--- src/rtl/flop_debounce_edge_pkg.sv ---
// -----------------------------------------------------------------------------
// flop_debounce_edge_pkg
//
// Shared types and default constants for the flop_debounce_edge block.
//   state_e           : filter FSM state (StStable = 1'b0, StCheck = 1'b1)
//   DEF_SYNC_STAGES   : default synchroniser depth
//   DEF_STABLE_CYCLES : default number of consecutive differing samples
//                       needed before the clean level changes
// -----------------------------------------------------------------------------
package flop_debounce_edge_pkg;

  typedef enum logic {
    StStable = 1'b0,
    StCheck  = 1'b1
  } state_e;

  localparam int unsigned DEF_SYNC_STAGES   = 2;
  localparam int unsigned DEF_STABLE_CYCLES = 4;

endpackage

--- src/rtl/flop_debounce_edge_sync_chain.sv ---
// -----------------------------------------------------------------------------
// flop_debounce_edge_sync_chain
//
// SYNC_STAGES-deep shift register that brings a raw, possibly asynchronous
// bit into the clk domain. It shifts on every edge; there is no enable.
//
// Ports:
//   clk : rising-edge clock
//   rst : synchronous, active-high reset (clears every stage)
//   d_i : raw input bit
//   s_o : synchronised bit (last stage of the chain)
// -----------------------------------------------------------------------------
module flop_debounce_edge_sync_chain
  import flop_debounce_edge_pkg::*;
#(
  parameter int unsigned SYNC_STAGES = DEF_SYNC_STAGES  // legal range 2..4
) (
  input  logic clk,
  input  logic rst,
  input  logic d_i,
  output logic s_o
);

  logic [SYNC_STAGES-1:0] sync_q;
  logic [SYNC_STAGES-1:0] sync_d;

  // Bit 0 is the metastability-catching stage; the MSB is the output.
  always_comb begin
    sync_d = {sync_q[SYNC_STAGES-2:0], d_i};
  end

  always_ff @(posedge clk) begin
    if (rst) begin
      sync_q <= '0;
    end else begin
      sync_q <= sync_d;
    end
  end

  assign s_o = sync_q[SYNC_STAGES-1];

endmodule

--- src/rtl/flop_debounce_edge.sv ---
// -----------------------------------------------------------------------------
// flop_debounce_edge
//
// Debounces the raw single-bit output of an upstream flop. The input is
// synchronised, then a two-state filter only accepts a new level after
// STABLE_CYCLES consecutive enabled samples that differ from the current
// level. Each accepted change produces a one-cycle rise or fall pulse.
//
// Ports:
//   clk   : rising-edge clock
//   rst   : synchronous, active-high reset; wins over en and d
//   d     : raw input, driven by the upstream flop's q
//   en    : filter enable; 0 freezes state, count and level
//   level : debounced level, registered
//   rise  : one-cycle pulse on level 0->1, registered
//   fall  : one-cycle pulse on level 1->0, registered
//   busy  : high while a candidate change is being counted
// -----------------------------------------------------------------------------
module flop_debounce_edge
  import flop_debounce_edge_pkg::*;
#(
  parameter int unsigned SYNC_STAGES   = DEF_SYNC_STAGES,   // legal range 2..4
  parameter int unsigned STABLE_CYCLES = DEF_STABLE_CYCLES  // legal range 1..255
) (
  input  logic clk,
  input  logic rst,
  input  logic d,
  input  logic en,
  output logic level,
  output logic rise,
  output logic fall,
  output logic busy
);

  localparam int unsigned CNT_W = $clog2(STABLE_CYCLES + 1);
  // Count value at which the next differing sample commits the change.
  localparam logic [CNT_W-1:0] CntLast = CNT_W'(STABLE_CYCLES - 1);

  // Reject illegal parameterisations at elaboration.
  if (SYNC_STAGES < 2 || SYNC_STAGES > 4) begin : gen_bad_sync_stages
    $error("flop_debounce_edge: SYNC_STAGES must be in 2..4");
  end
  if (STABLE_CYCLES < 1 || STABLE_CYCLES > 255) begin : gen_bad_stable_cycles
    $error("flop_debounce_edge: STABLE_CYCLES must be in 1..255");
  end

  // ---------------------------------------------------------------------------
  // Synchroniser
  // ---------------------------------------------------------------------------
  logic s;

  flop_debounce_edge_sync_chain #(
    .SYNC_STAGES (SYNC_STAGES)
  ) u_sync_chain (
    .clk (clk),
    .rst (rst),
    .d_i (d),
    .s_o (s)
  );

  // ---------------------------------------------------------------------------
  // Filter FSM, counter and pulse generation
  // ---------------------------------------------------------------------------
  state_e           state_q, state_d;
  logic [CNT_W-1:0] cnt_q,   cnt_d;
  logic             level_q, level_d;
  logic             rise_q,  rise_d;
  logic             fall_q,  fall_d;
  logic             commit;

  always_comb begin
    state_d = state_q;
    cnt_d   = cnt_q;
    level_d = level_q;
    rise_d  = 1'b0;
    fall_d  = 1'b0;
    commit  = 1'b0;

    // An unknown s makes (s != level_q) unknown, so the if takes the
    // else/no-change path and level is never corrupted by X.
    if (en) begin
      case (state_q)
        StStable: begin
          if (s != level_q) begin
            if (STABLE_CYCLES == 1) begin
              commit = 1'b1;
            end else begin
              cnt_d   = CNT_W'(1);
              state_d = StCheck;
            end
          end
        end
        StCheck: begin
          if (s != level_q) begin
            if (cnt_q == CntLast) begin
              commit = 1'b1;
            end else begin
              cnt_d = cnt_q + CNT_W'(1);
            end
          end else begin
            // Sample agreed with level again: the candidate was a glitch.
            cnt_d   = '0;
            state_d = StStable;
          end
        end
        default: begin
          cnt_d   = '0;
          state_d = StStable;
        end
      endcase
    end

    if (commit) begin
      level_d = s;
      rise_d  = s;
      fall_d  = ~s;
      cnt_d   = '0;
      state_d = StStable;
    end
  end

  always_ff @(posedge clk) begin
    if (rst) begin
      state_q <= StStable;
      cnt_q   <= '0;
      level_q <= 1'b0;
      rise_q  <= 1'b0;
      fall_q  <= 1'b0;
    end else begin
      state_q <= state_d;
      cnt_q   <= cnt_d;
      level_q <= level_d;
      rise_q  <= rise_d;
      fall_q  <= fall_d;
    end
  end

  assign level = level_q;
  assign rise  = rise_q;
  assign fall  = fall_q;
  assign busy  = (state_q == StCheck);

endmodule

--- config.mk ---
export PLATFORM = sky130hd
export DESIGN_NAME = flop_debounce_edge
export DESIGN_NICKNAME = d
export VERILOG_FILES = /design/src/rtl/flop_debounce_edge_pkg.sv /design/src/rtl/flop_debounce_edge_sync_chain.sv /design/src/rtl/flop_debounce_edge.sv
export SDC_FILE = /design/constraint.sdc
export NUM_CORES = 1
export LEC_CHECK = 0
export CAP_MARGIN = 20
export CORE_AREA = 2 2 39 41
export CTS_BUF_LIST = sky130_fd_sc_hd__clkbuf_4
export CTS_CLUSTER_SIZE = 28
export DETAILED_ROUTE_END_ITERATION = 8
export DIE_AREA = 0 0 41 43
export GPL_TIMING_DRIVEN = 1
export HOLD_SLACK_MARGIN = 0.02
export PLACE_DENSITY_LB_ADDON = 0.08
export SLEW_MARGIN = 10
export SYNTH_ARGS = -nofsm -noshare
export SYNTH_HDL_FRONTEND = slang
export SYNTH_SLANG_ARGS = --single-unit
--- constraint.sdc ---
create_clock -name clk -period 2.8 [get_ports clk]
set_input_delay 0.42 -clock clk [delete_from_list [all_inputs] [get_ports clk]]
set_output_delay 0.42 -clock clk [all_outputs]
set_load 0.02 [all_outputs]
==> impl_metrics.csv, run 1 <==
group,metric,value,unit
status,outcome,"finished clean",
clock_tree,post_cts_buffers,0,
timing,slew_headroom,77.8,%
final_layout,nFillCells,140,
worst_setup_path,critPathArrivalTime,1340,ps
final_layout,stdcell_count,64,
detailed_routing,drt-total-wl,650,um
synthesis,syn-num-nets,44,
worst_setup_path,crit_required,2380,ps
timing,setup_viol,0,
die,initial_utilization,27.5,%
clock_tree,ctsResizeCount,0,
power_and_ir_drop,p_per_area,515,mW/mm^2
placement,portBuffers,7,
die,coreArea,0.00138,mm^2
power_and_ir_drop,peakVddDrop,0.201,mV
final_layout,design_area,495,um^2
detailed_routing,firstDrtPassIters,4,
clock_tree,cts_root_buf,"clkbuf_4",
worst_setup_path,startpoint_type,"flop",
clock_tree,clkSinkCount,9,
placement,place_congestion,0.730,
worst_hold_path,hold_class,"flop to flop",
synthesis,synthTopCellsByArea,"dfxtp_1, ha_1, a22o_1",
synthesis,ys_seq_elements,9,
placement,dp.cells,60,
timing,rsz0062_at_grt,"false",
worst_hold_path,whs_endpoint,"u_sync_chain.sync_q[1]",
worst_setup_path,path_buf_inv,1,
detailed_routing,drt_drc_violations_left,0,
clock_tree,clkTransAtPathRegs,60,ps
timing,fmax,569,MHz
die,row_count,14,
power_and_ir_drop,p_total,0.255,mW
clock_tree,cts_tree,"yes",
detailed_routing,postRouteAntennaNets,0,
timing,period_minus_slack,1760,ps
worst_setup_path,max_stage_delay,650,ps
worst_setup_path,cp_slowest_cell,"clkdlybuf4s50_1",
placement,placed_cell_area,465,um^2
worst_setup_path,rrSetupSlack,1470,ps
global_routing,first_global_vias,253,
worst_setup_path,crit_start,"level",
detailed_routing,vias,303,
clock_tree,numCtsBuffers,3,
timing,maxSlewViolCount,0,
global_routing,grt_pass1_wl,1090,um
worst_setup_path,r2r-start,"cnt_q[0]",
synthesis,yosys_warnings,0,
timing,worst-slew-pin-transition,333,ps
worst_hold_path,hold_depth,1,
timing,period_share,62.7,%
clock_tree,htreeDepth,1,
detailed_routing,wl_per_cell,10.2,um
global_routing,gr-usage-all-layers,9.48,%
timing,skew,0.657,ps
worst_setup_path,cp_cell_sequence,"clkdlybuf4s50_1",
power_and_ir_drop,p_leak,0.192,nW
die,io_pins,8,
synthesis,synth.yosys.seq_area_share,47.4,%
synthesis,syn_inst,38,
timing,whs,447,ps
run,maxCapViolations,0,
timing,hold_viol_final,0,
worst_setup_path,rr_endpoint,"cnt_q[1]",
synthesis,netlist.area_leader.share,47.4,%
global_routing,grt-ovfl-total,0,
die,die_area,0.00176,mm^2
final_layout,fin_nets,55,
final_layout,layout-drive-gt1-share,12.5,%
clock_tree,clk_latency,250,ps
die,die_h,43,um
final_layout,num_antenna_cells,0,
synthesis,synth.avg_cell_area,10.0,um^2
synthesis,synth.distinct_cells,19,
synthesis,yosysTopAreaCell,"dfxtp_1",
worst_setup_path,path_max_fanout,6,
worst_setup_path,critical_path_class,"flop to output port",
worst_hold_path,worstHoldStart,"u_sync_chain.sync_q[0]",
global_routing,antenna_found_initial,0,
clock_tree,cts_hold_buf,0,
detailed_routing,via_per_inst,4.73,
synthesis,syn-cell-area,380,um^2
worst_setup_path,endpoint_kind,"output port",
timing,tns,0,ps
clock_tree,clockBufferDepth,2,
die,dieWidth,41,um
detailed_routing,drt_iter0_drc,7,
global_routing,grt_max_degree,10,
final_layout,area_delta_synth_final,30.3,%
worst_setup_path,cp_top_family,"buffers and inverters",
worst_setup_path,reg2reg_depth,4,
## sequential cells by signal, summed over array words and instances, names as in the netlist
signal and flops:
busy 1, cnt_q 3, fall 1, level 1, rise 1, u_sync_chain.sync_q 2
## worst max path at each step
stage | end | depth (start not counted) | slack (ps)
floorplan | cnt_q[1] | 4 | 1580
global placement | cnt_q[1] | 4 | 1160
detailed placement | cnt_q[1] | 4 | 1120
CTS | level | 1 | 1030
global route | busy | 1 | 980
finish | level | 1 | 1040
## report_power, final
part / internal, mW / total (mW) / switching, mW
combinational: 0.00834 / 0.0156 / 0.00725
clock: 0.0644 / 0.107 / 0.0429
sequential: 0.130 / 0.132 / 0.00193
total: 0.203 / 0.255 / 0.0521
## synth_stat cells (all sizes together)
master   number
a21oi         2
a22o          2
nand2         2
nor2b         2
xor2          1
nand4b        1
xnor2         1
nor2          4
mux2i         1
buf           1
nor4          1
nor3b         2
dfxtp         9
nand2b        1
inv           2
o2bb2ai       1
ha            2
nand3         2
nor3          1
## placed cells by master (no fill, tap or decap), types with 2 or more instances in the layout
cell type        synthesis  final
a21oi_1                  2      2
a22o_1                   2      2
clkbuf_4                 0      4
clkdlybuf4s50_1          0      7
dfxtp_1                  9      9
ha_1                     2      2
inv_1                    2      2
nand2_1                  2      2
nand3_1                  2      2
nor2_1                   4      4
nor2b_1                  2      2
nor3b_1                  2      2
## final cells by class
| type | instances | area (um^2) | area share [%] |
|---|---|---|---|
| clock buffers | 4 | 30.0 | 6.06 |
| flip-flops and latches | 9 | 180 | 36.4 |
| multi-input cells | 26 | 188 | 37.9 |
| well taps | 16 | 20.0 | 4.04 |
| repair buffers | 7 | 70.1 | 14.1 |
| inverters | 2 | 7.51 | 1.52 |
## per-layer routing
metal | track usage (%) | wire (um)
met5 | 0 | 0
met4 | 6.00 | 0
met3 | 3.14 | 29
met2 | 12.5 | 307
met1 | 12.7 | 313
## cells by family (layout without fill, tap and decap cells)
group                    after synthesis  after routing  share of synthesized area [%]
AO/OA/AOI/OAI                          5              5                           11.2
XOR/XNOR                               2              2                           4.61
AND/OR/NAND/NOR                       16             16                           24.3
adder cells (fa/ha/maj)                2              2                           6.58
buffers and inverters                  3             13                           3.29
flip-flops                             9              9                           47.4
multiplexers                           1              1                           2.63
## metrics by stage
step	util, %	worst slack [ps]
after floorplan	-	1580
after global placement	33.6	1160
after detailed placement	33.6	1120
after CTS	35.8	1030
after global routing	35.8	981
final	35.8	1040
Note: power is estimated with default switching activity, not from simulation.
==> inputs of run 2 (changes only) <==
- clock period: 2.8 -> 1.75 ns (I/O delays scaled with it)
==> impl_metrics.csv, run 2 (synthesis gave the netlist of run 1 again) <==
group,metric,value,unit
status,outcome,"finished clean",
clock_tree,numCtsBuffers,3,
clock_tree,clk_latency,260,ps
detailed_routing,wl_per_cell,10.4,um
worst_setup_path,cp_slowest_cell,"clkdlybuf4s50_1",
final_layout,largest_register_ffs,3,
detailed_routing,drt_drc_violations_left,0,
final_layout,fin_nets,56,
clock_tree,cts_hold_buf,0,
detailed_routing,drt_iter0_drc,2,
detailed_routing,drt-total-wl,675,um
run,maxCapViolations,0,
clock_tree,htreeDepth,1,
worst_hold_path,worstHoldStart,"u_sync_chain.sync_q[0]",
clock_tree,cts_tree,"yes",
global_routing,gr-usage-all-layers,10.8,%
clock_tree,post_cts_buffers,0,
detailed_routing,vias,308,
timing,period_minus_slack,1590,ps
global_routing,grt-ovfl-total,0,
global_routing,antenna_found_initial,0,
worst_setup_path,cp_cell_sequence,"clkdlybuf4s50_1",
power_and_ir_drop,p_leak,0.197,nW
die,row_count,14,
worst_hold_path,whs_endpoint,"u_sync_chain.sync_q[1]",
timing,setup_viol,0,
final_layout,layout-drive-gt1-share,14.3,%
worst_hold_path,hold_depth,1,
worst_hold_path,hold_class,"flop to flop",
final_layout,final_common_cell,"dfxtp_1",
clock_tree,clkSinkCount,9,
clock_tree,cts_root_buf,"clkbuf_4",
worst_setup_path,startpoint_type,"flop",
detailed_routing,firstDrtPassIters,2,
die,dieWidth,41,um
global_routing,grt_pass1_wl,1200,um
final_layout,num_antenna_cells,0,
worst_setup_path,path_buf_inv,1,
worst_setup_path,path_max_fanout,6,
final_layout,final_cell_mix,"dfxtp_1, clkdlybuf4s50_1, nor2_1, clkbuf_4",
die,initial_utilization,27.5,%
power_and_ir_drop,p_per_area,816,mW/mm^2
clock_tree,ctsResizeCount,0,
die,die_h,43,um
worst_setup_path,critical_path_class,"flop to output port",
worst_setup_path,crit_required,1490,ps
final_layout,area_delta_synth_final,32.2,%
power_and_ir_drop,peakVddDrop,0.338,mV
timing,period_share,91.0,%
die,io_pins,8,
final_layout,register_area,180,um^2
placement,dp.cells,61,
timing,maxSlewViolCount,0,
timing,fmax,628,MHz
placement,portBuffers,7,
final_layout,largestRegisters,"cnt_q: 3 flops, u_sync_chain.sync_q: 2 flops",
final_layout,nFillCells,148,
placement,place_congestion,0.750,
timing,worst-slew-pin-transition,286,ps
global_routing,first_global_vias,310,
worst_setup_path,critPathArrivalTime,1330,ps
worst_setup_path,reg2reg_depth,4,
final_layout,largest-register,"cnt_q",
worst_setup_path,cp_top_family,"buffers and inverters",
clock_tree,clockBufferDepth,2,
final_layout,stdcell_count,65,
timing,hold_viol_final,0,
detailed_routing,via_per_inst,4.74,
placement,hpwl,557,um
detailed_routing,postRouteAntennaNets,0,
timing,slew_headroom,80.8,%
worst_setup_path,rr_endpoint,"cnt_q[1]",
worst_setup_path,rrSetupSlack,410,ps
die,coreArea,0.00138,mm^2
worst_setup_path,r2r-start,"cnt_q[0]",
timing,tns,0,ps
worst_setup_path,endpoint_kind,"output port",
worst_setup_path,max_stage_delay,650,ps
clock_tree,clkTransAtPathRegs,60,ps
timing,skew,5.45,ps
die,die_area,0.00176,mm^2
global_routing,grt_max_degree,8,
timing,rsz0062_at_grt,"false",
final_layout,multi_input_area,188,um^2
[run 2: cell types whose count changed in the layout (fill, tap and decap cells not counted), sizes merged]
cell,before,now
buf,0,1
[run 2: worst max path at each step]
stage                        start        to  slack [ps]  depth (start not counted)
after floorplan           cnt_q[0]  cnt_q[1]         530                          4
after global placement          en  cnt_q[1]         310                          4
after detailed placement        en  cnt_q[1]         280                          4
after CTS                    level     level         140                          1
after global routing          busy      busy         100                          1
final                        level     level         160                          1
[run 2: metrics by stage]
step | total power, mW | hold WS, ps | setup WS, ps | area [um^2] | utilization (%)
6_report | 0.411 | 453 | 157 | 503 | 36.3
5_1_grt | 0.436 | 467 | 98.5 | 503 | 36.3
4_1_cts | 0.420 | 458 | 135 | 503 | 36.3
3_5_place_dp | 0.243 | 445 | 277 | 473 | 34.2
3_3_place_gp | 0.242 | 436 | 313 | 473 | 34.2
2_1_floorplan | 0.230 | 391 | 531 | 380 | -
[run 2: where the power goes]
group	internal, mW	switching (mW)
Combinational	0.0148	0.0115
Sequential	0.208	0.00313
Clock	0.103	0.0696
Total	0.326	0.0842
[run 2: layer usage]
metal | global-route usage (%) | up-vias | wire [um]
li1 | - | 155 | -
met1 | 10.7 | 146 | 287
met2 | 16.3 | 5 | 353
met5 | 0 | - | 0
met3 | 5.24 | 2 | 29
met4 | 8.00 | 0 | 4
[run 2: area by class of cell]
cell class / count / share of cell area [%]
Tap cell: 16 / 3.98
Timing Repair Buffer: 8 / 15.4
Sequential cell: 9 / 35.8
Multi-Input combinational cell: 26 / 37.3
Clock buffer: 4 / 5.97
Inverter: 2 / 1.49
